[config.mk]
export PLATFORM = sky130hd
export DESIGN_NAME = riscv_fetch_queue
export DESIGN_NICKNAME = d
export VERILOG_FILES = /design/src/rtl/riscv_fetch_queue.sv
export SDC_FILE = /design/constraint.sdc
export NUM_CORES = 1
export LEC_CHECK = 0
export CAP_MARGIN = 40
export CORE_MARGIN = 5
export CORE_UTILIZATION = 35
export CTS_CLUSTER_DIAMETER = 60
export DETAILED_ROUTE_END_ITERATION = 10
export PLACE_DENSITY = 0.63
export SETUP_SLACK_MARGIN = 0.5
export SKIP_CTS_REPAIR_TIMING = 1
export SYNTH_ARGS = -nofsm -noshare
export SYNTH_HDL_FRONTEND = slang
export SYNTH_SLANG_ARGS = --single-unit
[constraint.sdc]
create_clock -name CLK -period 3.85 [get_ports CLK]
set_input_delay 1.155 -clock CLK [delete_from_list [all_inputs] [get_ports CLK]]
set_output_delay 1.155 -clock CLK [all_outputs]
set_load 0.02 [all_outputs]
[src/rtl/riscv_fetch_queue.sv]
// Instruction fetch stage: owns the fetch PC, issues word fetches and buffers in-order responses.
// Optional define FETCH_MISALIGN_CHECK_EN adds a sticky fetch_misalign flag for unaligned redirects.
module riscv_fetch_queue #(
    parameter int unsigned DEPTH    = 4,
    parameter logic [31:0] RESET_PC = 32'h0000_0000,
    parameter int unsigned CNT_W    = $clog2(DEPTH + 1)
) (
    input  logic        CLK,
    input  logic        RESET,
    output logic        imem_req_valid,
    output logic [31:0] imem_req_addr,
    input  logic        imem_req_ready,
    input  logic        imem_rsp_valid,
    input  logic [31:0] imem_rsp_data,
    output logic        inst_valid,
    output logic [31:0] inst_data,
    output logic [31:0] inst_pc,
    input  logic        inst_ready,
    input  logic        redirect_valid,
    input  logic [31:0] redirect_pc,
`ifdef FETCH_MISALIGN_CHECK_EN
    output logic        fetch_misalign,
`endif
    output logic        fetch_busy
);

    localparam int unsigned PTR_W = $clog2(DEPTH);

    typedef enum logic {
        FETCH,
        DRAIN
    } state_t;

    state_t             state_q, state_d;
    logic [31:0]        fetch_pc_q, head_pc_q;
    logic [CNT_W-1:0]   occ_q, outs_q, discard_q, discard_d, outs_next;
    logic [PTR_W-1:0]   rd_ptr_q, wr_ptr_q;
    logic [31:0]        mem [DEPTH];

    logic [CNT_W:0]     credit_sum;
    logic               req_fire, rsp_fire, push, pop;
    logic [31:0]        target_pc;

    assign target_pc  = redirect_pc & ~32'h3;
    assign credit_sum = {1'b0, occ_q} + {1'b0, outs_q};

    // Occupancy plus in-flight requests never exceeds DEPTH, so every accepted response has a slot.
    assign imem_req_valid = !RESET && (state_q == FETCH) && !redirect_valid &&
                            (credit_sum < (CNT_W + 1)'(DEPTH));
    assign imem_req_addr  = fetch_pc_q;

    assign req_fire  = imem_req_valid && imem_req_ready;
    assign rsp_fire  = imem_rsp_valid && (outs_q != '0);
    assign push      = rsp_fire && (state_q == FETCH) && (discard_q == '0) && !redirect_valid;
    assign pop       = inst_valid && inst_ready && !redirect_valid;
    assign outs_next = outs_q + CNT_W'(req_fire) - CNT_W'(rsp_fire);

    assign inst_valid = (occ_q != '0);
    assign inst_data  = inst_valid ? mem[rd_ptr_q] : 32'h0;
    assign inst_pc    = head_pc_q;
    assign fetch_busy = (outs_q != '0) || (state_q == DRAIN);

    // NOTE: every output of a combinational block gets a default first so no path leaves it unassigned (no latch).
    always_comb begin
        state_d   = state_q;
        discard_d = discard_q;
        case (state_q)
            FETCH: begin
                if (redirect_valid) begin
                    discard_d = outs_next;
                    state_d   = (outs_next != '0) ? DRAIN : FETCH;
                end
            end
            DRAIN: begin
                // A redirect here only moves the PCs; the stale count keeps draining.
                if (rsp_fire && (discard_q != '0)) begin
                    discard_d = discard_q - 1'b1;
                end
                if (discard_d == '0) begin
                    state_d = FETCH;
                end
            end
            default: state_d = FETCH;
        endcase
    end

    // NOTE: sequential state uses non-blocking assignments so all registers update from pre-edge values.
    always_ff @(posedge CLK or posedge RESET) begin
        if (RESET) begin
            state_q    <= FETCH;
            fetch_pc_q <= RESET_PC;
            head_pc_q  <= RESET_PC;
            occ_q      <= '0;
            outs_q     <= '0;
            discard_q  <= '0;
            rd_ptr_q   <= '0;
            wr_ptr_q   <= '0;
        end else begin
            state_q   <= state_d;
            discard_q <= discard_d;
            outs_q    <= outs_next;
            if (redirect_valid) begin
                fetch_pc_q <= target_pc;
                head_pc_q  <= target_pc;
                occ_q      <= '0;
                rd_ptr_q   <= '0;
                wr_ptr_q   <= '0;
            end else begin
                if (req_fire) fetch_pc_q <= fetch_pc_q + 32'd4;
                if (pop)      head_pc_q  <= head_pc_q + 32'd4;
                if (push)     wr_ptr_q   <= wr_ptr_q + 1'b1;
                if (pop)      rd_ptr_q   <= rd_ptr_q + 1'b1;
                occ_q <= occ_q + CNT_W'(push) - CNT_W'(pop);
            end
        end
    end

    // NOTE: queue storage has no reset; occupancy gates every read, so stale contents are never visible.
    always_ff @(posedge CLK) begin
        if (push) begin
            mem[wr_ptr_q] <= imem_rsp_data;
        end
    end

`ifdef FETCH_MISALIGN_CHECK_EN
    always_ff @(posedge CLK or posedge RESET) begin
        if (RESET) begin
            fetch_misalign <= 1'b0;
        end else if (redirect_valid && (redirect_pc[1:0] != 2'b00)) begin
            fetch_misalign <= 1'b1;
        end
    end
`endif

endmodule

Word-level counts from Yosys, hierarchy flattened. Memory sizes are Yosys's and may differ from the RTL's. Index checks and enable logic that the tools add are counted.

$add $sub $neg: 10. Order comparisons: 1. Equal/unequal tests: 1. Mux-type cells: 20. Bitwise operators: 1. Reductions and logical operators: 23.

Operator list (count): two-way mux 32 bit (5); adder 32 x 3 -> 32 bit (second input constant) (2); two-way mux 3 bit (4); nonzero test 3 bit (4); logical AND 1 bit (11); two-way mux 2 bit (4); adder 3 x 1 -> 3 bit (2); logical NOT 3 bit (2); one-hot mux 3 bit (2 select lines) (1); nonzero test 2 bit (3); subtractor 3 x 1 -> 3 bit (2); two-way mux 1 bit (5); adder 2 x 1 -> 2 bit (second input constant) (2); adder 3 x 3 -> 4 bit (1); < comparator 4 x 3 -> 1 bit (second input constant) (1); subtractor 3 x 1 -> 3 bit (second input constant) (1); logical NOT 1 bit (2); inequality test 2 bit (second input constant) (1); one-hot mux 1 bit (2 select lines) (1); logical OR 1 bit (1); NOT 1 bit (1).

Flip-flop bits (word level): 78. RAM bits: 128. Input port bits: 70. Output and inout bits: 99. Word-level logic and storage cells: 65. Memories kept: 1.

Memories: mem (depth 4, width 32, read ports 1, clocked after memory_dff 0, wr ports 1, line 38) `logic [31:0] mem [DEPTH];`.

Depth between registers and ports, before layout. Gate-level depths: netlist of run 1.

Word-level depth: 11. Gate-level depth with buffers: 14. Gate-level depth less buffers: 13.

Worst setup path before layout of run 1. OpenSTA, ideal clock, no wires.

Path kind: input to register. From: input RESET. To: register state_q. Library setup time: 142 ps. Data arrival time: 3489 ps. Required time: 3708 ps. Slack: 218 ps. Stages on the path: 12. Path buffers: 2. Path through: nor4_1 > and4_1 > buf_4 > inv_2 > clkbuf_1 > ha_1 > inv_1 > ha_1 > fa_1 > or3_1 > a21oi_1 > a31oi_1.

Longest elaborated chain between the ends: 11.

RTL lines: start: declaration (line 9) `input logic RESET,`; logical NOT 1 bit (no source line); logical AND 1 bit (3 in a row) (line 48) `assign imem_req_valid = !RESET && (state_q == FETCH) && !redirect_valid &&`; logical AND 1 bit (line 52) `assign req_fire = imem_req_valid && imem_req_ready;`; adder 3 x 1 -> 3 bit (line 56) `assign outs_next = outs_q + CNT_W'(req_fire) - CNT_W'(rsp_fire);`; subtractor 3 x 1 -> 3 bit (line 56); named net outs_next[1] (line 36) `logic [CNT_W-1:0] occ_q, outs_q, discard_q, discard_d, outs_next;`; nonzero test 3 bit (line 71) `state_d = (outs_next != '0) ? DRAIN : FETCH;`; two-way mux 1 bit (line 71); two-way mux 1 bit (line 69) `if (redirect_valid) begin`; one-hot mux 1 bit (2 select lines) (line 67) `case (state_q)`; named net state_d (line 34) `state_t state_q, state_d;`; end signal: assignment (line 99) `state_q <= state_d;`; end: declaration (line 34).

The timed path passes the listed nets, and every way through them passes these cells. A chain may end at the register's enable or synchronous reset.

Final worst setup path of run 1.
From: register rd_ptr_q[0]. To: output inst_data[0].

Longest elaborated chain between the ends: 2.

RTL lines: start: declaration (line 37) `logic [PTR_W-1:0] rd_ptr_q, wr_ptr_q;`; start signal: assignment (line 112) `if (pop) rd_ptr_q <= rd_ptr_q + 1'b1;`; memory (4 x 32 bit); two-way mux 32 bit (line 59) `assign inst_data = inst_valid ? mem[rd_ptr_q] : 32'h0;`; end: declaration (line 16) `output logic [31:0] inst_data,`.

No other way between the ends.

==> flow_summary.yaml, run 1 <==
clocking:
  cts_sinks: 202
  ctsHtreeMaxLevel: 1
  cts_made_buffers: 23
  insertion_delay_ns: 0.51
  clock-root-buffer: "clkbuf_16"
  path_clk_slew_ns: 0.06
  cts.path.max_buffers: 3
  cts_tree: "built"
routing:
  drtIter0Drc: 347
  drt_first_pass_iters: 5
  avgRoutedWirePerCell_um: 18.58
  drc: 0
  viasPerCell: 5.116
  dr_total_vias: 6155
  drt_wl_total_um: 22350
  ant_nets: 0
floorplanning:
  die_y_um: 171.6
  io_pins: 169
  die-area_mm2: 0.02944
  fp-row-count: 59
  initial_core_util_pct: 35.26
  fp.coreArea_mm2: 0.02591
  die_w_um: 171.6
layout:
  post-route-util_pct: 46.83
  area_growth_pct: 32.79
  fillers: 2283
  nets: 937
  drive_gt1_share_pct: 14.06
  diodes: 0
global_routing:
  grt_pass1_vias: 6094
  grt_max_degree: 44
  grt_usage_pct: 14.73
  grt_pass1_wl_um: 34220
  antenna_found_initial: 0
  gr-total-overflow: 0
sta:
  relSlewSlack_pct: 52.14
  report.final.hold_viol_count: 0
  skew_ns: 0.01319
  maxSlewViolCount: 0
  fin_crit_sh_pct: 88.31
  fmax_ghz: 0.2941
  min_period_ns: 3.400
  tightest_slew_ns: 0.7139
  setup_violations: 0
  rsz0062_at_grt: "yes"
  setup_tns_ns: 0
flow_run:
  maxCapViolCount: 0
power:
  intPower_uw: 4516
  p_per_area_mw_per_mm2: 526.1
  pwr-share-comb_pct: 27.4
  netSwitchingFraction_pct: 29.27
  clkPwrFrac_pct: 31.8
  vdd.ir_drop.worst_uv: 352.5
  power.switching_uw: 1868
  leakage_uw: 0.004837
  seq_power_share_pct: 40.7
synthesis:
  async_reset_ff_share_pct: 36.63
  synth_most_common_cell: "edfxtp_1"
  yosys-top-cells-count: "edfxtp_1 (128), dfrtp_1 (74), nand2_1 (54)"
  synth_edf_count: 128
  ys_warn_count: 0
  yosys_most_used_dff: "edfxtp_1"
  postSynthCellCount: 670
  synth_seq_cells: 202
  synth_area_per_cell_um2: 13.64
  synth_area_leader_cell: "edfxtp_1"
  synth.top_cells.by_area: "edfxtp_1 (42%), dfrtp_1 (20%), mux4_2 (7.9%)"
  synth.cell_area_mm2: 0.009138
  yosysUniqueCellTypes: 52
  yosysSeqAreaShare_pct: 62.33
  synth_top_area_share_pct: 42.06
setup_path:
  end_kind: "output pin"
  crit_fanout: 12
  crit_path_frequent_cell: "buf_4"
  start_kind: "flop"
  slowest_delay_ns: 0.49
  arrival_ns: 2.24
  crit_slowest_cell: "mux4_2"
  critPathTopFamily: "buffers and inverters"
  cp_cell_sequence: "buf_4 > buf_4 > buf_12 > mux4_2 > and2_1 > dlymetal6s2s_1"
  path_buf_inv: 4
  critical_path_class: "flop to output pin"
  cp.required_ns: 2.69
worst_hold_path:
  hold_class: "flop to flop"
outcome:
  status: "finished clean"
placement:
  portBuffers: 162
  hpwlAfterDp_um: 14950
  gp_congestion: 0.8496
[state kept, by name, indices dropped and copies added, names as in the netlist]
signal         flops
discard_q          3
imem_req_addr     30
inst_pc           30
mem              128
occ_q              3
outs_q             3
rd_ptr_q           2
state_q            1
wr_ptr_q           2
[per-stage QoR]
stage                     cell area [µm²]  total power (µW)  std cells  setup slack, ns  hold WS, ns
after floorplan                      9215              3641        673           0.5093       0.5382
after global placement              11220              4362       1151           0.1328       0.5220
after detailed placement            11240              4379       1153          0.09805       0.5269
final                               12130              6384       1203           0.4502       0.5454
after global routing                12130              6728       1203           0.3510       0.6014
after CTS                           11950              6432       1195          0.05528       0.5444
[layout by cell type, fill, tap and decap left out, types with 8 or more instances in the layout]
cell type	instances
o211ai_1	16
xnor2_1	13
o311ai_0	8
mux4_2	32
ha_1	12
clkbuf_16	24
nand2_1	54
and3_1	14
dlymetal6s2s_1	34
xor2_1	24
o21ai_0	39
dfrtp_1	72
and2_1	41
nand3_1	26
inv_1	17
nand4_1	27
clkbuf_1	9
clkdlybuf4s50_1	126
buf_4	24
nor2_1	24
edfxtp_1	128
[worst reg2reg max path: stages, from the launching register on]
cell and delay (ns):
dfrtp_1 0.45, ha_1 0.35, nor4_4 0.22, and4_1 0.28
inv_4 0.05, ha_4 0.25, inv_2 0.03, ha_4 0.14
fa_2 0.37, xnor2_2 0.15, or3_1 0.31, a21oi_1 0.12
a31oi_1 0.05
[power by group through the flow]
stage	Clock, µW	Sequential [µW]	Combinational (µW)
2_1_floorplan	0	2670	971
3_3_place_gp	0	2650	1710
3_5_place_dp	0	2650	1730
4_1_cts	2090	2610	1730
5_1_grt	2180	2620	1920
6_report	2030	2600	1750
[per-layer routing]
metal | up-vias | share of wire (%) | GRT usage (%)
met5 | - | 0 | 0
met4 | 0 | 2.0 | 3.755
met3 | 28 | 5.7 | 2.597
met2 | 170 | 46 | 23.06
met1 | 3065 | 46 | 21.42
li1 | 2892 | - | -
[final timing paths]
path	cells past startpoint	startpoint	slack, ns	end
worst max-delay path	6	rd_ptr_q[0]	0.45	inst_data[0]
worst min-delay path	1	imem_req_addr[30]	0.55	imem_req_addr[30]
worst max register to register	12	occ_q[2]	0.91	state_q
worst min register to register	1	imem_req_addr[30]	0.55	imem_req_addr[30]
max in group asynchronous	3	RESET	2.06	occ_q[1]
min in group asynchronous	2	RESET	0.95	discard_q[2]
[area by class of cell]
cell class | count | area (µm²) | area share (%)
flip-flops and latches | 202 | 5698 | 46.96
multi-input cells | 413 | 3259 | 26.86
repair buffers | 191 | 1968 | 16.22
clock buffers | 36 | 664.4 | 5.475
well taps | 335 | 419.2 | 3.454
inverters | 20 | 77.57 | 0.6393
clock inverters | 6 | 47.55 | 0.3918
[cells by family after synthesis]
family                   after synthesis  share of synthesized area, %
adder cells (fa/ha/maj)               16                         2.355
multiplexers                          41                         8.928
AND/OR/NAND/NOR                      224                         13.69
AO/OA/AOI/OAI                         90                         6.340
flip-flops                           202                         62.33
buffers and inverters                 58                         2.670
XOR/XNOR                              38                         3.642
other                                  1                       0.04104
Power figures use the tool's default switching activity.
==> run 2, diff against run 1 <==
--- a/config.mk
+++ b/config.mk
@@ -6,10 +6,11 @@
 export NUM_CORES = 1
 export LEC_CHECK = 0
+export ABC_CLOCK_PERIOD_IN_PS = 3850
 export CAP_MARGIN = 40
 export CORE_MARGIN = 5
-export CORE_UTILIZATION = 35
+export CORE_UTILIZATION = 26
 export CTS_CLUSTER_DIAMETER = 60
 export DETAILED_ROUTE_END_ITERATION = 10
-export PLACE_DENSITY = 0.63
+export PLACE_DENSITY = 0.51
 export SETUP_SLACK_MARGIN = 0.5
 export SKIP_CTS_REPAIR_TIMING = 1
==> constraint.sdc (replaced) <==
create_clock -name CLK -period 3.85 [get_ports CLK]
set_input_delay 1.155 -clock CLK [delete_from_list [all_inputs] [get_ports CLK]]
set_output_delay 1.155 -clock CLK [all_outputs]
set_load 0.1 [all_outputs]
==> run 2 against run 1 <==
Compared with the run above:
- clock skew fell by 0.0063 ns
- first-iteration DRC count fell by 25%
- critical path depth fell by 2
- clock-buffer cell count fell by 5
- sequential power barely moved
- global-route usage fell by 2.9 points
- routed wire length rose by 6.8%
- power rose by 27%
- flip-flop and latch count did not move
- setup slack improved by 0.12 ns
==> flow_summary.yaml, run 2 (synthesis results as in run 1) <==
outcome:
  status: "finished clean"
sta:
  min_period_ns: 3.278
  maxSlewViolCount: 0
  skew_ns: 0.006917
  setup_ws_ns: 0.5723
  tightest_slew_ns: 0.8052
  rsz0062_at_grt: "yes"
  fin_crit_sh_pct: 85.13
  fmax_ghz: 0.3051
  report.final.hold_viol_count: 0
  relSlewSlack_pct: 46.03
  setup_violations: 0
floorplanning:
  fp-row-count: 68
  fp.coreArea_mm2: 0.03463
  initial_core_util_pct: 26.39
  die_y_um: 197.5
  die-area_mm2: 0.03899
  io_pins: 169
  die_w_um: 197.5
setup_path:
  rr_worst_depth: 12
  rrSetupSlack_ns: 0.86
  end_kind: "output pin"
  cp_cell_sequence: "clkbuf_16 > mux4_2 > and2_1 > buf_12"
  crit_slowest_cell: "mux4_2"
  path_depth: 4
  path_buf_inv: 2
  reg2reg_from: "occ_q[2]"
  r2r_end: "state_q"
  critical_path_class: "flop to output pin"
  cp.required_ns: 2.69
  start_kind: "flop"
  crit_fanout: 16
  slowest_delay_ns: 0.50
  arrival_ns: 2.12
  critPathTopFamily: "multiplexers"
layout:
  fin_area_mm2: 0.01242
  nets: 936
  fin_cells: 1322
  largest_reg_flops: 128
  final_cell_mix: "edfxtp_1 (128), buf_4 (81), dfrtp_1 (73)"
  drive_gt1_share_pct: 24.45
  diodes: 0
  area_growth_pct: 35.97
  final_common_cell: "edfxtp_1"
  top_register: "mem"
clocking:
  ctsHtreeMaxLevel: 1
  cts.path.max_buffers: 3
  insertion_delay_ns: 0.50
  cts_made_buffers: 25
  cts_tree: "built"
  path_clk_slew_ns: 0.06
  cts_sinks: 202
  clock-root-buffer: "clkbuf_16"
global_routing:
  grt_max_degree: 46
  grt_pass1_wl_um: 36630
  grt_pass1_vias: 6167
  gr-total-overflow: 0
  grt_usage_pct: 11.86
  antenna_found_initial: 2
routing:
  ant_nets: 0
  drt_first_pass_iters: 4
  viasPerCell: 4.610
  drtIter0Drc: 259
  dr_total_vias: 6094
  drt_wl_total_um: 23880
  drc: 0
  avgRoutedWirePerCell_um: 18.06
power:
  pwr-share-comb_pct: 41.0
  total_power_uw: 8128
  intPower_uw: 4885
  p_per_area_mw_per_mm2: 654.2
  clkPwrFrac_pct: 27.0
  vdd.ir_drop.worst_uv: 445.3
  netSwitchingFraction_pct: 39.90
  power.switching_uw: 3243
  leakage_uw: 0.004520
  seq_power_share_pct: 32.1
placement:
  place_area_mm2: 0.01160
  dp_cells: 1275
  pre_cts_ws_ns: -0.06927
  hpwlAfterDp_um: 16120
  gp_congestion: 0.7831
  portBuffers: 162
worst_hold_path:
  holdPathStages: 2
  min-delay-start: "imem_req_addr[13]"
  hold_class: "flop to flop"
  min_to: "imem_req_addr[13]"
flow_run:
  maxCapViolCount: 0
==> run 2: changes by cell type in the layout (fill, tap and decap cells not counted), sizes merged <==
cell / before / now
buf: 29 / 121
inv: 21 / 20
bufinv: 0 / 2
dlymetal6s2s: 34 / 1
clkinv: 1 / 8
clkdlybuf4s50: 126 / 65
clkbuf: 38 / 32
clkinvlp: 4 / 3
==> run 2: per-layer routing <==
metal / GRT usage (%) / vias to the layer above / routed length (µm)
met4: 2.773 / 4 / 472
li1: - / 2889 / -
met5: 0 / - / 34
met2: 19.48 / 153 / 11490
met3: 3.497 / 36 / 1775
met1: 15.55 / 3012 / 10100
==> run 2: worst max path at each step <==
stage	startpoint	endpoint	slack, ns
2_1_floorplan	RESET	state_q	0.25
3_3_place_gp	RESET	state_q	-0.03
3_5_place_dp	RESET	state_q	-0.07
4_1_cts	RESET	imem_req_valid	0.34
5_1_grt	rd_ptr_q[0]	inst_data[0]	0.48
6_report	rd_ptr_q[0]	inst_data[3]	0.57
==> run 2: layout make-up <==
| cell class | instances | area [µm²] |
|---|---|---|
| Fill cell | 3369 | 22200 |
| Sequential cell | 202 | 5697 |
| Multi-Input combinational cell | 413 | 3226 |
| Timing Repair Buffer | 188 | 2090 |
| Clock buffer | 31 | 648.1 |
| Tap cell | 455 | 569.3 |
| Clock inverter | 13 | 120.1 |
| Inverter | 20 | 75.07 |
==> run 2: through the flow <==
| step | utilization, % | setup TNS, ns | hold slack (ns) |
|---|---|---|---|
| 6_report | 35.88 | 0 | 0.5581 |
| 5_1_grt | 35.88 | 0 | 0.5907 |
| 3_3_place_gp | 33.49 | -0.02516 | 0.5376 |
| 3_5_place_dp | 33.49 | -0.06927 | 0.5501 |
| 2_1_floorplan | - | 0 | 0.5291 |
| 4_1_cts | 35.71 | 0 | 0.5626 |
==> run 2: power by group through the flow <==
stage / sequential (µW) / combinational, µW / clock (µW)
after floorplan: 3070 / 1770 / 0
after global placement: 2640 / 3340 / 0
after detailed placement: 2640 / 3340 / 0
after CTS: 2600 / 3350 / 2260
after global routing: 2630 / 3490 / 2350
final: 2610 / 3330 / 2190
==> run 2: worst reg2reg max path, cell delays in order (launching register included) <==
cell	delay, ns
dfrtp_1	0.45
ha_1	0.33
nor4_2	0.25
and4_1	0.27
inv_2	0.05
ha_1	0.26
inv_1	0.04
ha_1	0.18
fa_1	0.37
xnor2_1	0.15
or3_1	0.30
a21oi_1	0.15
a31oi_1	0.05
==> run 3, diff against run 2 <==
Settings changed: CTS_CLUSTER_DIAMETER 60 to 40.
==> run 3 against run 2 <==
Compared with the run above:
- clock power grew 30%
- non-clock buffer count shrank 1
- routed wire length grew 0.93%
- clock skew grew 0.013 ns
- critical path type unchanged
- critical endpoint is now inst_data[0]
- largest cell class unchanged
==> flow_summary.yaml, run 3 (synthesis results as in run 1) <==
sta:
  relSlewSlack_pct: 46.10
  holdWs_ns: 0.5554
  fin_crit_sh_pct: 84.22
  fmax_ghz: 0.3084
  maxSlewViolCount: 0
  min_period_ns: 3.243
  report.final.hold_viol_count: 0
  setup_violations: 0
  skew_ns: 0.01967
  tightest_slew_ns: 0.8042
  rsz0062_at_grt: "yes"
global_routing:
  antenna_found_initial: 2
  gr-total-overflow: 0
  grt_usage_pct: 11.95
  grt_pass1_vias: 6252
  grt_max_degree: 46
  grt_pass1_wl_um: 36710
routing:
  dr_total_vias: 6146
  wl_met1_um: 10190
  route.met2.wl_um: 11510
  wl_met3_um: 1845
  drt_first_pass_iters: 5
  drtIter0Drc: 263
  avgRoutedWirePerCell_um: 18.04
  drt_wl_total_um: 24100
  viasPerCell: 4.600
  top_layer: "met5"
  drc: 0
  ant_nets: 0
floorplanning:
  initial_core_util_pct: 26.39
  fp.coreArea_mm2: 0.03463
  fp-row-count: 68
  die-area_mm2: 0.03899
  die_y_um: 197.5
  die_w_um: 197.5
  io_pins: 169
setup_path:
  critical_path_class: "flop to output pin"
  start_kind: "flop"
  crit_fanout: 16
  end_kind: "output pin"
  arrival_ns: 2.09
  cp.required_ns: 2.69
  rrSetupSlack_ns: 0.82
worst_hold_path:
  hold_class: "flop to flop"
layout:
  fin_cells: 1336
  area_growth_pct: 39.35
  final_cell_mix: "edfxtp_1 (128), buf_4 (80), dfrtp_1 (73)"
  final_common_cell: "edfxtp_1"
  diodes: 0
  top_register: "mem"
  drive_gt1_share_pct: 26.45
  fin_area_mm2: 0.01273
  largest_reg_flops: 128
  nets: 944
clocking:
  cts_sinks: 202
  clock-root-buffer: "clkbuf_16"
  insertion_delay_ns: 0.50
  ctsHtreeMaxLevel: 2
  path_clk_slew_ns: 0.06
  cts_made_buffers: 34
  cts_tree: "built"
  cts.path.max_buffers: 3
power:
  p_per_area_mw_per_mm2: 688.3
  vdd.ir_drop.worst_uv: 452.2
  leakage_uw: 0.004675
  total_power_uw: 8765
flow_run:
  maxCapViolCount: 0
outcome:
  status: "finished clean"
placement:
  portBuffers: 162
  dp_cells: 1275
  hpwlAfterDp_um: 16120
  place_area_mm2: 0.01160
  gp_congestion: 0.7831
run 3: where the power goes:
group	leakage, µW	internal, µW	switching [µW]	total [µW]
Sequential	0.00205	2440	168	2610
Combinational	0.00210	1120	2200	3320
Clock	0.000527	1770	1070	2840
run 3: worst max-delay path, stage by stage, from the launching register on:
cell and delay (ns):
dfrtp_2 0.45, buf_12 0.22, mux4_2 0.51, and2_1 0.23
buf_12 0.19
run 3: path summary, 6_finish.rpt:
path,start,end,cells after the start
setup / recovery,rd_ptr_q[0],inst_data[0],4
hold / removal,imem_req_addr[13],imem_req_addr[13],2
setup reg to reg,occ_q[1],state_q,12
hold reg to reg,imem_req_addr[13],imem_req_addr[13],2
max in group asynchronous,RESET,inst_pc[12],4
min in group asynchronous,RESET,inst_pc[31],3
run 3: routing by layer:
metal | vias to the layer above | global-route usage (%)
met2 | 166 | 19.13
met5 | - | 0
met1 | 3025 | 15.45
li1 | 2907 | -
met3 | 44 | 4.076
met4 | 4 | 3.441
run 3: layout make-up:
type | instances | area, µm²
Timing Repair Buffer | 187 | 2074
Clock buffer | 42 | 952.2
Clock inverter | 17 | 140.1
Fill cell | 3348 | 21890
Multi-Input combinational cell | 413 | 3226
Tap cell | 455 | 569.3
Sequential cell | 202 | 5697
Inverter | 20 | 75.07
run 3: stage by stage:
step / setup slack [ns] / TNS [ns] / util [%]
final: 0.6075 / 0 / 36.77
after global routing: 0.5044 / 0 / 36.77
after CTS: 0.3424 / 0 / 36.64
after detailed placement: -0.06927 / -0.06927 / 33.49
after global placement: -0.02516 / -0.02516 / 33.49
after floorplan: 0.2546 / 0 / -
